===== config.mk =====
export PLATFORM = sky130hd
export DESIGN_NAME = timer_peripheral
export DESIGN_NICKNAME = d
export VERILOG_FILES = /design/src/rtl/timer_peripheral.sv
export SDC_FILE = /design/constraint.sdc
export NUM_CORES = 1
export LEC_CHECK = 0
export CAP_MARGIN = 15
export CELL_PAD_IN_SITES_DETAIL_PLACEMENT = 0
export CELL_PAD_IN_SITES_GLOBAL_PLACEMENT = 1
export CORE_UTILIZATION = 42
export DETAILED_ROUTE_END_ITERATION = 10
export PLACE_DENSITY_LB_ADDON = 0.1
export SYNTH_ARGS = -nofsm -noshare
export SYNTH_HDL_FRONTEND = slang
export SYNTH_SLANG_ARGS = --single-unit

===== constraint.sdc =====
create_clock -name clk -period 2.96 [get_ports clk]
set_input_delay 0.296 -clock clk [delete_from_list [all_inputs] [get_ports clk]]
set_output_delay 0.296 -clock clk [all_outputs]
set_load 0.1 [all_outputs]

===== src/rtl/timer_peripheral.sv =====
// Memory-mapped interval timer with prescaler, overflow reload and level IRQ,
// plus a free-running 32-bit SYSTICK cycle counter on the MEM-stage data bus.
module timer_peripheral #(
    parameter logic [31:0] BASE_ADDR = 32'h4000_0000,
    parameter logic [15:0] PRESCALE  = 16'd1
) (
    input  logic        clk,
    input  logic        reset,
    input  logic [31:0] i_address,
    input  logic        i_control_read,
    input  logic        i_control_write,
    input  logic [31:0] i_control_write_data,
    output logic [31:0] o_control_read_data,
    output logic        o_hit,
    output logic        o_irq
);

    localparam logic [31:0] ADDR_TH      = BASE_ADDR;
    localparam logic [31:0] ADDR_TL      = BASE_ADDR + 32'd4;
    localparam logic [31:0] ADDR_TCON    = BASE_ADDR + 32'd8;
    localparam logic [31:0] ADDR_SYSTICK = BASE_ADDR + 32'd24;
    localparam logic [15:0] PCNT_LAST    = PRESCALE - 16'd1;

    logic [31:0] th;
    logic [31:0] tl;
    logic [2:0]  tcon;
    logic [15:0] pcnt;
    logic [31:0] systick;

    logic hit_th, hit_tl, hit_tcon, hit_systick;
    logic wr_th, wr_tl, wr_tcon;
    logic tick, tl_at_max, overflow, set_status;

    // Exact 32-bit compare: misaligned or unmapped window addresses never hit.
    assign hit_th      = (i_address == ADDR_TH);
    assign hit_tl      = (i_address == ADDR_TL);
    assign hit_tcon    = (i_address == ADDR_TCON);
    assign hit_systick = (i_address == ADDR_SYSTICK);
    assign o_hit       = hit_th | hit_tl | hit_tcon | hit_systick;

    assign wr_th   = i_control_write & hit_th;
    assign wr_tl   = i_control_write & hit_tl;
    assign wr_tcon = i_control_write & hit_tcon;

    assign tick       = tcon[0] & (pcnt == PCNT_LAST);
    assign tl_at_max  = &tl;
    // A store to TL on the same edge pre-empts the tick, so no reload happens.
    assign overflow   = tick & tl_at_max & ~wr_tl;
    assign set_status = overflow & tcon[1];

    assign o_irq = tcon[1] & tcon[2];

    // NOTE: sequential state uses non-blocking assignments so every register
    // samples pre-edge values, which is what makes the collision rules hold.
    always_ff @(posedge clk or negedge reset) begin
        if (!reset) begin
            pcnt <= '0;
        end else if (wr_tl || wr_tcon || tick) begin
            pcnt <= '0;
        end else if (tcon[0]) begin
            pcnt <= pcnt + 16'd1;
        end
    end

    always_ff @(posedge clk or negedge reset) begin
        if (!reset) begin
            th <= '0;
        end else if (wr_th) begin
            th <= i_control_write_data;
        end
    end

    // Reload uses the pre-edge TH, so a concurrent TH store only affects the next reload.
    always_ff @(posedge clk or negedge reset) begin
        if (!reset) begin
            tl <= '0;
        end else if (wr_tl) begin
            tl <= i_control_write_data;
        end else if (tick) begin
            tl <= tl_at_max ? th : tl + 32'd1;
        end
    end

    // Overflow status set beats a software clear on the same edge.
    always_ff @(posedge clk or negedge reset) begin
        if (!reset) begin
            tcon <= '0;
        end else if (wr_tcon) begin
            tcon <= {i_control_write_data[2] | set_status, i_control_write_data[1:0]};
        end else if (set_status) begin
            tcon[2] <= 1'b1;
        end
    end

    always_ff @(posedge clk or negedge reset) begin
        if (!reset) begin
            systick <= '0;
        end else begin
            systick <= systick + 32'd1;
        end
    end

    // NOTE: the default at the top of the block keeps this mux free of latches.
    always_comb begin
        o_control_read_data = '0;
        if (i_control_read) begin
            unique case (1'b1)
                hit_th:      o_control_read_data = th;
                hit_tl:      o_control_read_data = tl;
                hit_tcon:    o_control_read_data = {29'b0, tcon};
                hit_systick: o_control_read_data = systick;
                default:     o_control_read_data = '0;
            endcase
        end
    end

endmodule


==> summary.md <==
| Metric | Value |
|---|---|
| WP data required | 2.66 ns |
| Initial drt markers | 387 |
| Commonest cells post-synth | dfrtp_1, nor2_1, nand2_1 |
| Main combinational cell family by area after synthesis | simple AND/OR/NAND/NOR gates |
| Crit path kind | primary input to output port |
| CTS resizes | 0 |
| Internal power | 3.00 mW |
| M1 GR Usage | 31.2% |
| Synth Area in Adders | 0.740% |
| DR WL/cell | 18.7 um |
| Worst vdd ir | 0.424 mV |
| IO Pins | 102 |
| Row Count | 46 |
| Number of max-cap violations | 0 |
| Mux contribution to synthesized area | 12.6% |
| N_diodes | 0 |
| Layout cells sized above 1 | 23.8% |
| Hold-fix buffers, CTS | 0 |
| Synth-to-layout area growth | 37.2% |
| Seq pwr share | 41.7% |
| Setup violators final | 0 |
| Clk sink count | 115 |
| Sequential share of the synthesized area | 42.5% |
| Most Crowded Layer GR | met2 |
| Syn avg cell area | 9.44 um2 |
| Global-route wire length before repair | 31.9 mm |
| Routed via count | 6057 |
| EDFF count, synth | 0 |
| Root buffer cell | clkbuf_16 |
| Post-CTS setup buffer count | 0 |
| DRT antenna net count | 0 |
| Clk buf depth | 2 |
| Tmin final | 2.76 ns |
| Final GP Congestion | 0.853 |
| Share of power burned in the clock network | 53.2% |
| Die Span Y | 129 um |
| Drt via density | 5.78 |
| Dpl cells | 1018 |
| Largest net degree at the start of global routing | 64 |
| Final hold viol count | 24 |
| CTS H-tree lvls | 4 |
| Met2 Track Usage GR | 43.5% |
| Cells after synthesis | 717 |
| Total wire length | 19.6 mm |
| Failing checks | negative hold slack |
| Synth Area in Simple Gates | 20.9% |
| Die Area | 0.0166 mm2 |
| Fraction of synthesized cell area taken by the top area cell type | 42.5% |
| Gr ovfl total | 0 |
| Fin cells | 1048 |
| Final hold slack | -0.0324 ns |
| Final slew viol count | 0 |
| Total Routing Usage GR | 25.6% |
| M3 GR Usage | 5.32% |
| Top cells by area, synth | dfrtp_1, mux2_2, nor2_1 |
| Worst Path Max Fanout | 29 |
| Leak Pwr | 3.72 nW |
| Core area | 0.0158 mm2 |
| Detailed placer's ending HPWL | 14.1 mm |
| Initial antenna violation count | 0 |
| RSZ-0062 raised after global routing | no |
| Slew Limit Headroom | 44.6% |
| Post-synthesis compound-gate area fraction | 13.2% |
| Die width | 129 um |
| Post-synth ARST share | 100% |
| Outcome | finished, violations left |
| IO Port Bufs | 101 |
| Final-layout fill cell count | 1367 |
| Post-synth cell types | 57 |
| Design area | 0.00929 mm2 |
| CP Launch Type | primary input |
| P_sw | 781 uW |
| Synthesized flop and latch total | 115 |
| Largest area contributor in the netlist | dfrtp_1 |
| Comb pwr share | 5.1% |
| Crit path DAT | 2.46 ns |
| Vias in the first global route | 6125 |
| Setup TNS | 0 ns |
| Clock transition at the registers of the reported paths | 0.05 ns |
| Residual DRC | 0 |
| Fmax | 363 MHz |
| Top-count cell post-synth | dfrtp_1 |
| Hold Crit Class | primary input to async pin |
| Initial core utilization | 42.8% |
| Pwr/cell area | 407 mW/mm2 |
| Placed cell areas | 0.00872 mm2 |
| Synth Flop Type | dfrtp_1 |
| Clk_lat worst skew | 0.42 ns |
| Mapped Nets | 789 |
| CTS tree | yes |
| Final worst path period share | 93.1% |
| Tightest Pin Transition | 0.831 ns |
| DR pass1 iterations | 7 |
| Xor/xnor share of the synthesized area | 6.73% |
| Switch share | 20.7% |
| Synth warnings | 0 |
| Synthesized area | 0.00677 mm2 |
| CTS Buf Count | 17 |
| Crit end category | output port |
| Final net count | 893 |
| Final Core Density | 58.7% |
| Setup Skew | 0.00867 ns |
## metrics by stage
step           setup WS, ns  power [mW]
2_1_floorplan         0.108        1.64
3_3_place_gp          0.243        1.80
3_5_place_dp          0.201        1.80
4_1_cts               0.197        3.81
5_1_grt             0.00409        3.88
6_report              0.205        3.78
## flip-flops by register name, summed over array words and instances, names as in the netlist
signal	flops
pcnt	16
systick	32
tcon	3
th	32
tl	32
## power by group through the flow
stage,sequential (mW),clock (mW),combinational [mW]
floorplan,1.60,0,0.0385
global placement,1.60,0,0.195
finish,1.57,2.01,0.194
detailed placement,1.60,0,0.197
global route,1.57,2.10,0.208
CTS,1.57,2.04,0.198
## routing by layer
metal	part of all wire, %	wire [um]
met2	50	9790
met1	42	8150
met4	3.5	689
met5	0	0
met3	5.0	981
## cell type report
| cell class | count | area (um2) | area share, % |
|---|---|---|---|
| Clock inverter | 5 | 75.1 | 0.808 |
| Timing Repair Buffer | 126 | 1610 | 17.4 |
| Multi-Input combinational cell | 551 | 3920 | 42.2 |
| Sequential cell | 115 | 2880 | 31.0 |
| Clock buffer | 25 | 495 | 5.33 |
| Inverter | 10 | 37.5 | 0.404 |
| Tap cell | 216 | 270 | 2.91 |
## worst max-delay path, stage by stage
cell	delay (ns)
clkdlybuf4s50_1	0.41
nor4b_1	0.33
and4_1	0.29
and2_1	0.21
and3_1	0.22
buf_12	0.19
a22oi_1	0.16
nor2_4	0.16
buf_12	0.18
## logic make-up (layout without fill, tap and decap cells)
kind of cell	Yosys count	in the layout
flip-flops	115	115
multiplexers	76	76
AND/OR/NAND/NOR	286	286
AO/OA/AOI/OAI	133	133
XOR/XNOR	52	52
adder cells (fa/ha/maj)	4	4
buffers and inverters	51	166
## cell usage in the layout, fill, tap and decap left out, types with 17 or more instances in the layout
master	synthesis	final
xor2_1	21	21
mux2_2	69	69
nand3_1	33	33
buf_12	0	40
o21ai_0	19	19
buf_4	2	20
nand2_1	70	69
xnor2_1	31	31
nor2_1	83	51
clkbuf_16	0	17
a21oi_1	28	28
clkdlybuf4s50_1	0	66
dfrtp_1	115	115
nand4_1	17	17
a22oi_1	34	34
and3_1	24	24
nor2_4	0	30
## worst paths after layout
kind,slack (ns),cells past startpoint,start,to
setup / recovery,0.20,9,i_address[15],o_control_read_data[11]
min in group clk,0.46,3,i_control_write_data[8],tl[8]$_DFFE_PN0P_
setup reg to reg,0.33,7,pcnt[13]$_DFFE_PN0P_,tl[30]$_DFFE_PN0P_
hold / removal,-0.03,1,reset,th[17]$_DFFE_PN0P_
hold reg to reg,0.47,1,systick[31]$_DFF_PN0_,systick[31]$_DFF_PN0_
max in group asynchronous,2.22,2,reset,systick[2]$_DFF_PN0_
No activity file was read; power rests on OpenSTA's default activity.
